--- src/rtl/mcpu_pkg.sv ---
// Shared definitions for the multi-cycle MIPS datapath: fetch FSM encoding,
// reset PC and the canonical nop word.
package mcpu_pkg;

  typedef enum logic [1:0] {
    IF_IDLE = 2'd0,
    IF_REQ  = 2'd1,
    IF_WAIT = 2'd2
  } if_state_e;

  localparam logic [31:0] RESET_PC_DEFAULT = 32'h0000_3000;
  localparam logic [31:0] NOP_INSTR        = 32'h0000_0000;

  function automatic logic word_aligned(input logic [31:0] addr);
    return addr[1:0] == 2'b00;
  endfunction

endpackage

--- src/rtl/ifetch_unit_if.sv ---
// Instruction-memory port: valid/ready request channel plus a response
// channel with no backpressure.
interface ifetch_unit_if;
  logic        imem_req_valid;
  logic [31:0] imem_req_addr;
  logic        imem_req_ready;
  logic        imem_rsp_valid;
  logic [31:0] imem_rsp_data;

  modport master (
    output imem_req_valid,
    output imem_req_addr,
    input  imem_req_ready,
    input  imem_rsp_valid,
    input  imem_rsp_data
  );

  modport slave (
    input  imem_req_valid,
    input  imem_req_addr,
    output imem_req_ready,
    output imem_rsp_valid,
    output imem_rsp_data
  );
endinterface

--- src/rtl/ifetch_unit_pc_reg.sv ---
// Architectural PC register with load enable; comes out of reset at RESET_PC.
module pc_reg #(
  parameter logic [31:0] RESET_PC = 32'h0000_3000
) (
  input  logic        clk,
  input  logic        rst,
  input  logic        load,
  input  logic [31:0] d,
  output logic [31:0] q
);

  always_ff @(posedge clk or posedge rst) begin
    if (rst) begin
      q <= RESET_PC;
    end else if (load) begin
      q <= d;
    end
  end

endmodule

--- src/rtl/ifetch_unit.sv ---
// Fetch stage: owns PC, issues one instruction-memory request per
// fetch_start and latches the returned word into the instruction register.
module ifetch_unit
  import mcpu_pkg::*;
#(
  parameter logic [31:0] RESET_PC = RESET_PC_DEFAULT
) (
  input  logic                clk,
  input  logic                rst,
  input  logic                pc_write,
  input  logic [31:0]         npc,
  input  logic                fetch_start,
  ifetch_unit_if.master       imem,
  output logic [31:0]         pc,
  output logic [31:0]         ir,
  output logic                ir_valid,
  output logic                fetch_done,
  output logic                busy,
  output logic                misalign_fault,
  output logic                proto_err,
  output logic [31:0]         fetch_count
);

  if_state_e   state_reg;
  logic [31:0] req_addr_reg;
  logic        req_valid_reg;
  logic [31:0] ir_reg;
  logic        ir_valid_reg;
  logic        fetch_done_reg;
  logic        busy_reg;
  logic        misalign_reg;
  logic        proto_err_reg;
  logic [31:0] fetch_count_reg;

  logic        idle;
  logic        pc_load;
  logic [31:0] pc_q;
  logic [31:0] eff_addr;

  assign idle     = (state_reg == IF_IDLE);
  assign pc_load  = pc_write && idle;
  // A same-cycle pc_write redirects the fetch to the new PC.
  assign eff_addr = pc_write ? npc : pc_q;

  pc_reg #(.RESET_PC(RESET_PC)) u_pc_reg (
    .clk  (clk),
    .rst  (rst),
    .load (pc_load),
    .d    (npc),
    .q    (pc_q)
  );

  always_ff @(posedge clk or posedge rst) begin
    if (rst) begin
      state_reg       <= IF_IDLE;
      req_addr_reg    <= RESET_PC;
      req_valid_reg   <= 1'b0;
      ir_reg          <= NOP_INSTR;
      ir_valid_reg    <= 1'b0;
      fetch_done_reg  <= 1'b0;
      busy_reg        <= 1'b0;
      misalign_reg    <= 1'b0;
      proto_err_reg   <= 1'b0;
      fetch_count_reg <= '0;
    end else begin
      fetch_done_reg <= 1'b0;
      unique case (state_reg)
        IF_IDLE: begin
          if (pc_write) begin
            ir_valid_reg <= 1'b0;
          end
          if (imem.imem_rsp_valid) begin
            proto_err_reg <= 1'b1;
          end
          if (fetch_start) begin
            if (word_aligned(eff_addr)) begin
              state_reg     <= IF_REQ;
              req_addr_reg  <= eff_addr;
              req_valid_reg <= 1'b1;
              busy_reg      <= 1'b1;
            end else begin
              misalign_reg <= 1'b1;
            end
          end
        end
        IF_REQ: begin
          if (pc_write || fetch_start || imem.imem_rsp_valid) begin
            proto_err_reg <= 1'b1;
          end
          if (imem.imem_req_ready) begin
            state_reg     <= IF_WAIT;
            req_valid_reg <= 1'b0;
          end
        end
        IF_WAIT: begin
          if (pc_write || fetch_start) begin
            proto_err_reg <= 1'b1;
          end
          if (imem.imem_rsp_valid) begin
            state_reg       <= IF_IDLE;
            busy_reg        <= 1'b0;
            ir_reg          <= imem.imem_rsp_data;
            ir_valid_reg    <= 1'b1;
            fetch_done_reg  <= 1'b1;
            fetch_count_reg <= fetch_count_reg + 32'd1;
          end
        end
        default: begin
          state_reg     <= IF_IDLE;
          req_valid_reg <= 1'b0;
          busy_reg      <= 1'b0;
        end
      endcase
    end
  end

  assign imem.imem_req_valid = req_valid_reg;
  assign imem.imem_req_addr  = req_addr_reg;
  assign pc                  = pc_q;
  assign ir                  = ir_reg;
  assign ir_valid            = ir_valid_reg;
  assign fetch_done          = fetch_done_reg;
  assign busy                = busy_reg;
  assign misalign_fault      = misalign_reg;
  assign proto_err           = proto_err_reg;
  assign fetch_count         = fetch_count_reg;

endmodule

--- src/flat_wrapper.sv ---
// flat-port wrapper written by rule: the top's interface ports become plain ports
module ifetch_unit_flat import mcpu_pkg::*;
#(
  parameter logic [31:0] RESET_PC = RESET_PC_DEFAULT
)
  (clk, rst, pc_write, npc, fetch_start, pc, ir, ir_valid, fetch_done, busy, misalign_fault, proto_err, fetch_count, imem_imem_req_valid, imem_imem_req_addr, imem_imem_req_ready, imem_imem_rsp_valid, imem_imem_rsp_data);
  ifetch_unit_if imem_i ();
  input  logic clk;
  input  logic rst;
  input  logic pc_write;
  input  logic [31:0] npc;
  input  logic fetch_start;
  output logic [31:0] pc;
  output logic [31:0] ir;
  output logic ir_valid;
  output logic fetch_done;
  output logic busy;
  output logic misalign_fault;
  output logic proto_err;
  output logic [31:0] fetch_count;
  output wire logic [$bits(imem_i.imem_req_valid)-1:0] imem_imem_req_valid;
  output wire logic [$bits(imem_i.imem_req_addr)-1:0] imem_imem_req_addr;
  input wire logic [$bits(imem_i.imem_req_ready)-1:0] imem_imem_req_ready;
  input wire logic [$bits(imem_i.imem_rsp_valid)-1:0] imem_imem_rsp_valid;
  input wire logic [$bits(imem_i.imem_rsp_data)-1:0] imem_imem_rsp_data;
  assign imem_imem_req_valid = imem_i.imem_req_valid;
  assign imem_imem_req_addr = imem_i.imem_req_addr;
  assign imem_i.imem_req_ready = imem_imem_req_ready;
  assign imem_i.imem_rsp_valid = imem_imem_rsp_valid;
  assign imem_i.imem_rsp_data = imem_imem_rsp_data;
  ifetch_unit #(.RESET_PC(RESET_PC)) u_core (.clk(clk), .rst(rst), .pc_write(pc_write), .npc(npc), .fetch_start(fetch_start), .imem(imem_i), .pc(pc), .ir(ir), .ir_valid(ir_valid), .fetch_done(fetch_done), .busy(busy), .misalign_fault(misalign_fault), .proto_err(proto_err), .fetch_count(fetch_count));
endmodule
--- config.mk ---
export PLATFORM = sky130hd
export DESIGN_NAME = ifetch_unit_flat
export DESIGN_NICKNAME = d
export VERILOG_FILES = /design/src/rtl/mcpu_pkg.sv /design/src/rtl/ifetch_unit_if.sv /design/src/rtl/ifetch_unit_pc_reg.sv /design/src/rtl/ifetch_unit.sv /design/src/flat_wrapper.sv
export SDC_FILE = /design/constraint.sdc
export NUM_CORES = 1
export LEC_CHECK = 0
export CAP_MARGIN = 20
export CORE_MARGIN = 1
export CORE_UTILIZATION = 45
export CTS_CLUSTER_SIZE = 25
export DETAILED_ROUTE_END_ITERATION = 10
export GPL_TIMING_DRIVEN = 0
export PLACE_DENSITY = 0.8
export SYNTH_ARGS = -nofsm -noshare
export SYNTH_HDL_FRONTEND = slang
export SYNTH_SLANG_ARGS = --single-unit
--- constraint.sdc ---
create_clock -name clk -period 4.8 [get_ports clk]
set_input_delay 0.72 -clock clk [delete_from_list [all_inputs] [get_ports clk]]
set_output_delay 0.72 -clock clk [all_outputs]
set_load 0.05 [all_outputs]
==> run metrics, run 1 <==
Post-Syn Area=around 0.0057 mm²; Vias/cell=around 5.0; first-pass GRT wire length=approximately 22 mm; syn nets=518; flop-to-flop setup slack=roughly 2.5 ns; Num CTS Buffers=17; Synth area leaders=dfrtp_1 58%, mux2_2 13%, mux2i_1 5.5%; PostCTS Resize Cnt=0; Worst-Skew Late Latency=0.41 ns; total clock sinks=around 140; most common cell after layout, fill and taps aside=clkdlybuf4s50_1; largest stage delay on the critical path=roughly 0.65 ns; max_cap viols=0; Rel. slew slack=about 48%; worst-path maximum fanout=10; Ports=between 200 and 250; leakage=approximately 3.7 nW; layout cells sized above 1=16.64%; CP max stage cell=clkdlybuf4s50_1; syn_area_per_cell=roughly 13 µm²; GRT Util Overall=a little over a fifth; clock slew at reported path FFs=~0.050 ns; Post-Route WL=13.46 mm; setup bufs post-CTS=0; CP cell instances=clkdlybuf4s50_1 > and2_1 > clkbuf_1 > buf_1 > mux2_2; Hold Startpoint=u_core.imem.imem_req_addr[7]; worst path required time=between 5 and 6 ns; non-filler cells in the finished layout=~850; Buffers on Ports=~200; chip height=114.4 µm; core box area=~0.012 mm²; RSZ-0062 raised after global routing=false; area of the die=roughly 0.013 mm²; Power Total=0.006393 W; Layout Nets=740; top cell family by delay on the critical path=buffers and inverters; largest buffer count on any clock path=2; area grow syn2layout=51.08%; CTS tree=yes; cells after synthesis=roughly 440; Final min period=between 2 and 2.5 ns; row cnt=40; initial drt markers=between 150 and 200; FMAX=0.4032 GHz; Worst VDD drop=roughly 0.5 mV; fillers=about 850; outcome=finished, final reports clean; GP Congestion=between 0.7 and 0.8; hold path depth=2; Die Wd=approximately 110 µm; worst-margin pin slew=~0.77 ns; CTS Hold Bufs=0; Unique masters post-synth=36; vias in the first global route=between 4k and 5k; DR pass1 iterations=4; Final Setup Violations=0; element type at the critical path start=input pin; RR Endpoint=u_core.ir[12]; Worst Slack Setup Final=roughly 2.3 ns; most frequent cells in the layout=202 x clkdlybuf4s50_1, 132 x dfrtp_1, 65 x mux2_2, 42 x nand2_1; Arr. time, crit path=about 2.8 ns; Synth area leader=dfrtp_1; clock root cell=clkbuf_16; Yosys reg bits=~140; Max H-tree Level=4; Synth top area share=58.07%; Via Count=between 4k and 5k; pre-CTS setup slack=approximately 1.9 ns; Ys Warns=0; CP endpoint kind=flip-flop; Starting Density=46.77%; Seq/Total Area, Yosys=about 60%; Worst R2R Start=u_core.state_reg[0]; Worst Path Buf+Inv=3; Hold Crit Endpoint=u_core.imem.imem_req_addr[7]; drc violations=0; # diodes=0; power density cells=744.0 mW/mm²; HP Class=reg -> reg; wire per inst=about 16 µm; total gr overflow=0; worst r2r path cells=6; Tcrit/Tclk final=~52%; Post-DRT Antenna Nets=0; largest net degree at the start of global routing=74; CP Class=in -> reg; placed insts=about 800; final hold vios=0; Max Slew Vio Count=0; initial antenna violation count=0; Worst Skew=between 0.008 and 0.009 ns; DP Wirelength=9.758 mm
## area by class of cell
type / instances / area, µm² / share of cell area, %
Inverter: 10 / 42.54 / 0.4950
Tap cell: 168 / 210.2 / 2.446
Clock inverter: 10 / 166.4 / 1.937
Buffer: 22 / 97.59 / 1.136
Clock buffer: 22 / 474.2 / 5.518
Timing Repair Buffer: 203 / 2049 / 23.85
Multi-Input combinational cell: 276 / 2145 / 24.96
Sequential cell: 136 / 3408 / 39.66
## synthesized netlist by cell type, drive strengths merged
cell type,n
dfrtp,132
mux2,65
nand2,42
mux2i,31
o21ai,31
xor2,20
clkbuf,14
nor3,14
nor2,11
xnor2,11
inv,10
buf,8
nand3,6
nand4,5
nor4,5
a21oi,4
and2,4
and4,4
dfstp,4
ha,4
nand2b,3
o32a,3
nor2b,2
nor3b,2
or2,2
or4,2
a2bb2oi,1
a31o,1
nor4b,1
o211ai,1
o21bai,1
## worst register-to-register path, stage by stage, from the launching register on
cell and delay (ns):
dfrtp_1 0.39, inv_1 0.09, ha_1 0.34, and2_1 0.18
clkbuf_1 0.35, buf_1 0.47, mux2_2 0.41
## routing by layer
layer / track usage (%) / wire (µm) / vias up
li1: - / - / 1989
met1: 25.99 / 5577 / 2088
met2: 35.31 / 6626 / 148
met3: 7.094 / 933 / 21
met4: 9.351 / 325 / 0
met5: 0 / 0 / -
## cell families (layout without fill, tap and decap cells)
kind of cell,count (synthesis),in the layout,synth area share [%]
mux,96,96,18.32
flops,136,136,59.92
fa+ha+maj,4,4,0.8799
simple gates,103,103,9.547
buf+inv,32,267,2.376
xor+xnor,31,31,4.773
compound gates,42,42,4.180
## power breakdown
part / internal, W / switching (W)
combinational: 0.00112 / 0.00204
clock: 0.000914 / 0.000480
sequential: 0.00158 / 0.000262
total: 0.00361 / 0.00278
## how the worst max path moves through the flow
stage	start	end	slack (ns)	cells after the start
floorplan	rst	u_core.busy	0.45	1
global placement	rst	u_core.fetch_count[18]	-1.29	2
detailed placement	imem_imem_rsp_valid	u_core.ir[5]	1.88	5
CTS	imem_imem_rsp_valid	u_core.ir[18]	2.30	5
global route	imem_imem_rsp_valid	u_core.ir[18]	2.19	5
finish	imem_imem_rsp_valid	u_core.ir[12]	2.32	5
## through the flow
stage / hold slack, ns / utilization [%] / instance area [µm²] / TNS, ns
global route: 0.4960 / 70.66 / 8593 / 0
finish: 0.4762 / 70.66 / 8593 / 0
detailed placement: 0.4706 / 65.39 / 7953 / 0
global placement: 0.4549 / 65.12 / 7920 / -169.20
floorplan: 0.4999 / - / 5688 / 0
CTS: 0.4828 / 70.66 / 8593 / 0
(Power assumes the default switching activity.)
==> run 2, diff against run 1 <==
Settings changed: CORE_UTILIZATION 45 to 41, PLACE_DENSITY 0.8 to 0.77.
Clock period 4.8 ns to 2.2 ns, I/O delays scaled along.
==> run 2 against run 1 <==
Effect of this change: routed wire length rose by 1.4%; non-clock buffer count up 3; sequential power rose by 120%; design area up 0.82%; sequential cell count stayed put; global-route usage shrank 1.9 points; die area up 9.6%.
==> run metrics, run 2 (same netlist as run 1, synthesis figures left out) <==
outcome=finished, final reports clean; Arr. time, crit path=1.74 ns (-1.03 ns); initial drt markers=208 (+15%); Num CTS Buffers=17 (unchanged); Worst Skew=0.007479 ns (-0.001325 ns); # diodes=0 (unchanged); final hold vios=0 (unchanged); most frequent cells in the layout=202 x clkdlybuf4s50_1, 132 x dfrtp_1, 65 x mux2_2, 42 x nand2_1; RSZ-0062 raised after global routing=false; layout cells sized above 1=18.06% (+1.4 points); GP Congestion=0.7606 (+2.7%); CP cell instances=clkdlybuf4s50_1; non-filler cells in the finished layout=857 (+1.2%); worst-margin pin slew=0.8343 ns (+0.06131 ns); total gr overflow=0 (unchanged); CTS Hold Bufs=0 (unchanged); area of the die=0.01435 mm² (+9.6%); final core utilization=64.65% (-6.0 points); largest buffer count on any clock path=2 (unchanged); Tcrit/Tclk final=between 90% and 100%; HP Class=in -> async; placed insts=825 (+1.2%); FMAX=a little under 0.5 GHz; Vias/cell=5.033 (+0.39%); row cnt=42 (+5.0%); Ports=204 (unchanged); clock slew at reported path FFs=0.06 ns (about the same); Worst-Skew Late Latency=0.41 ns (about the same); Max Slew Vio Count=0 (unchanged); Worst Path Buf+Inv=1 (-2); DP Wirelength=9.983 mm (+2.3%); first-pass GRT wire length=21.82 mm (+1.1%); Die Wd=119.8 µm (+4.7%); total clock sinks=136 (unchanged); wire per inst=15.92 µm (+0.18%); clock root cell=clkbuf_16; Layout Nets=743 (+0.41%); DR pass1 iterations=4 (unchanged); CP Class=reg -> out; max_cap viols=0 (unchanged); drc violations=0 (unchanged); Max H-tree Level=4 (unchanged); Final Setup Violations=0 (unchanged); leakage=3.789 nW (+1.3%); area grow syn2layout=52.31%; top cell family by delay on the critical path=buffers and inverters; element type at the critical path start=flip-flop; vias in the first global route=4,391 (-0.81%); Rel. slew slack=44.38% (-4.1 points); Post-DRT Antenna Nets=0 (unchanged); CP endpoint kind=primary output; Post-Route WL=13.65 mm (+1.4%); core box area=0.01340 mm² (+10%); largest stage delay on the critical path=0.80 ns (+0.15 ns); initial antenna violation count=0 (unchanged); chip height=119.8 µm (+4.7%); Starting Density=42.45% (-4.3 points); largest net degree at the start of global routing=45 (-39%); most common cell after layout, fill and taps aside=clkdlybuf4s50_1; worst-path maximum fanout=3 (-7); GRT Util Overall=19.65% (-1.9 points); CTS tree=yes; Buffers on Ports=202 (unchanged); CP max stage cell=clkdlybuf4s50_1; Final min period=between 2 and 2.5 ns; Via Count=4,313 (+1.6%); power density cells=1606 mW/mm² (+120%); worst path required time=1.87 ns (-3.22 ns); Worst VDD drop=1.171 mV (+130%)
==> run 2: cell count changes in the layout (fill, tap and decap cells not counted), moves of 2 or more <==
cell,before,now
buf_1,6,1
buf_4,0,3
nor4_2,4,2
buf_2,0,4
inv_6,2,0
buf_12,0,3
nor4_4,0,2
clkinv_4,2,0
clkbuf_2,0,2
==> run 2: timing repair <==
item,in CTS,in global routing
gates resized for setup,7,4
endpoints found under the setup margin,44,57
buffers inserted,0,3
pin swaps,0,1
==> run 2: where the power goes <==
part | total [W] | internal [W] | switching, W
Combinational | 0.00692 | 0.00248 | 0.00444
Sequential | 0.00404 | 0.00346 | 0.000580
Clock | 0.00295 | 0.00195 | 0.00101
Total | 0.0139 | 0.00788 | 0.00603
==> run 2: area by class of cell <==
class	instances	area, µm²
inverter	10	41.29
fill	1023	4737
timing repair buffer	208	2105
multi-input combinational	276	2178
tap	176	220.2
sequential	136	3408
clock inverter	8	145.1
clock buffer	23	467.9
buffer	20	97.59
==> run 2: path summary, 6_finish.rpt <==
path | startpoint | endpoint | slack [ns] | cells after the start
max reg2reg | u_core.state_reg[0] | u_core.fetch_count[27] | 0.13 | 7
max | u_core.u_pc_reg.q[12] | pc[12] | 0.13 | 1
min in group clk | pc_write | u_core.imem.imem_req_addr[31] | 0.40 | 3
min | rst | u_core.ir[20] | 0.27 | 2
max in group asynchronous | rst | u_core.fetch_count[11] | 1.13 | 4
min reg2reg | u_core.imem.imem_req_addr[8] | u_core.imem.imem_req_addr[8] | 0.48 | 2
==> run 2: per-layer routing <==
metal  up-vias  GRT usage (%)  routed length, µm
met3        27          5.894                874
met2       158          30.89               6645
met4         0          9.453                350
met5         -              0                  0
met1      2130          24.72               5778
li1       1998              -                  -
==> run 2: per-stage QoR <==
| stage | TNS (ns) | instance area [µm²] | hold WS (ns) | worst slack [ns] | power (W) |
|---|---|---|---|---|---|
| after global placement | -135.89 | 7934 | 0.4524 | -0.9348 | 0.01082 |
| after detailed placement | -13.12 | 7994 | 0.4700 | -0.3789 | 0.01099 |
| after CTS | 0 | 8622 | 0.2597 | 0.01851 | 0.01401 |
| after global routing | 0 | 8663 | 0.2953 | 0.006118 | 0.01450 |
| final | 0 | 8663 | 0.2692 | 0.1255 | 0.01391 |
| after floorplan | 0 | 5692 | 0.4806 | 0.002038 | 0.008544 |
==> run 3, diff against run 2 <==
Settings changed: CTS_BUF_LIST set to sky130_fd_sc_hd__clkbuf_4 sky130_fd_sc_hd__clkbuf_8 sky130_fd_sc_hd__clkbuf_16, CTS_CLUSTER_DIAMETER set to 100.
==> run 3 against run 2 <==
Effect of this change: die area unchanged; clock skew about the same; total power up 0.38%; global-route usage unchanged; critical endpoint unchanged.
==> run metrics, run 3 (same netlist as run 1, synthesis figures left out) <==
outcome=finished, final reports clean; largest net degree at the start of global routing=45 (unchanged); Worst VDD drop=1.170 mV (about the same); initial drt markers=204 (-1.9%); area grow syn2layout=52.57%; Final Setup Violations=0 (unchanged); total clock sinks=136 (unchanged); Num CTS Buffers=17 (unchanged); Rel. slew slack=44.73% (+0.35 points); final hold vios=0 (unchanged); max_cap viols=0 (unchanged); Via Count=4,313 (unchanged); setup_tns=0 ns (unchanged); Buffers on Ports=202 (unchanged); HP Class=in -> async; Max H-tree Level=4 (unchanged); Post-DRT Antenna Nets=0 (unchanged); leakage=3.802 nW (+0.36%); most frequent cells in the layout=202 x clkdlybuf4s50_1, 132 x dfrtp_1, 65 x mux2_2, 42 x nand2_1; Post-Route WL=13.68 mm (+0.25%); core box area=0.01340 mm² (unchanged); # diodes=0 (unchanged); Arr. time, crit path=1.74 ns (about the same); CP Class=reg -> out; CP endpoint kind=primary output; Worst-Skew Late Latency=0.41 ns (about the same); largest stage delay on the critical path=0.80 ns (about the same); clock root cell=clkbuf_16; GP Congestion=0.7606 (unchanged); Vias/cell=5.033 (unchanged); DR pass1 iterations=4 (unchanged); Max Slew Vio Count=0 (unchanged); Starting Density=42.45% (unchanged); RSZ-0062 raised after global routing=false; layout cells sized above 1=18.65% (+0.59 points); row cnt=42 (unchanged); Power Total=0.01397 W (+0.38%); DP Wirelength=9.983 mm (unchanged); element type at the critical path start=flip-flop; Layout Nets=743 (unchanged); CTS Hold Bufs=0 (unchanged); total gr overflow=0 (unchanged); Die Wd=119.8 µm (unchanged); Tcrit/Tclk final=94.32% (about the same); worst-path maximum fanout=3 (unchanged); Worst Path Buf+Inv=1 (unchanged); FMAX=0.4819 GHz (about the same); top cell family by delay on the critical path=buffers and inverters; GRT Util Overall=19.65% (unchanged); wire per inst=15.96 µm (+0.25%); initial antenna violation count=0 (unchanged); largest buffer count on any clock path=2 (unchanged); drc violations=0 (unchanged); first-pass GRT wire length=21.82 mm (unchanged); Worst Skew=0.007479 ns (+0.0000003300 ns); worst path required time=1.87 ns (about the same); Ports=204 (unchanged); worst-margin pin slew=0.8291 ns (-0.005207 ns); CP max stage cell=clkdlybuf4s50_1; power density cells=1609 mW/mm² (+0.21%); area of the die=0.01435 mm² (unchanged); Final min period=2.075 ns (+0.0004680 ns); Fin Hold WS=0.2680 ns (-0.001170 ns); CP cell instances=clkdlybuf4s50_1; most common cell after layout, fill and taps aside=clkdlybuf4s50_1; clock slew at reported path FFs=0.06 ns (about the same); vias in the first global route=4,395 (+0.091%); CTS tree=yes; chip height=119.8 µm (unchanged)
[run 3: cell count changes in the layout (fill, tap and decap cells not counted)]
cell and delta:
clkbuf_4 +4, clkbuf_1 -4
[run 3: metrics by stage]
| stage | area (µm²) | setup slack (ns) | util (%) | instances |
|---|---|---|---|---|
| detailed placement | 7994 | -0.3789 | 59.65 | 825 |
| global route | 8678 | 0.006270 | 64.76 | 857 |
| floorplan | 5692 | 0.002038 | - | 444 |
| finish | 8678 | 0.1250 | 64.76 | 857 |
| CTS | 8637 | 0.01844 | 64.45 | 855 |
| global placement | 7934 | -0.9348 | 59.21 | 822 |
[run 3: routing by layer]
layer	vias to the layer above	GRT usage (%)	wire, µm
met5	-	0	0
met4	0	9.453	344
met2	151	30.89	6674
li1	1995	-	-
met3	26	5.894	874
met1	2141	24.72	5786
[run 3: repair_timing]
action                     CTS  global route
pin swaps                    0             1
resized for setup            7             4
setup buffers                0             3
setup endpoints to repair   44            57
hold endpoints to repair     0             0
[run 3: area by class of cell]
type | count | area (µm²)
clock inverters | 8 | 145.1
inverters | 10 | 41.29
clock buffers | 23 | 483.0
well taps | 176 | 220.2
multi-input cells | 276 | 2178
plain buffers | 20 | 97.59
repair buffers | 208 | 2105
fillers | 1019 | 4722
flip-flops and latches | 136 | 3408
[run 3: power breakdown]
group / leakage [nW] / switching (W) / total, W / internal (W)
registers: 1.66 / 0.000577 / 0.00404 / 0.00346
logic: 1.83 / 0.00444 / 0.00692 / 0.00248
clock network: 0.307 / 0.00101 / 0.00301 / 0.00200
[run 3: path summary, 6_finish.rpt]
| check | from | end | slack [ns] | depth (start not counted) |
|---|---|---|---|---|
| max reg2reg | u_core.state_reg[0] | u_core.fetch_count[27] | 0.13 | 7 |
| min | rst | u_core.ir[20] | 0.27 | 2 |
| max in group asynchronous | rst | u_core.fetch_count[11] | 1.14 | 4 |
| max | u_core.u_pc_reg.q[12] | pc[12] | 0.13 | 1 |
| min reg2reg | u_core.imem.imem_req_addr[8] | u_core.imem.imem_req_addr[8] | 0.48 | 2 |
| min in group clk | pc_write | u_core.imem.imem_req_addr[31] | 0.40 | 3 |
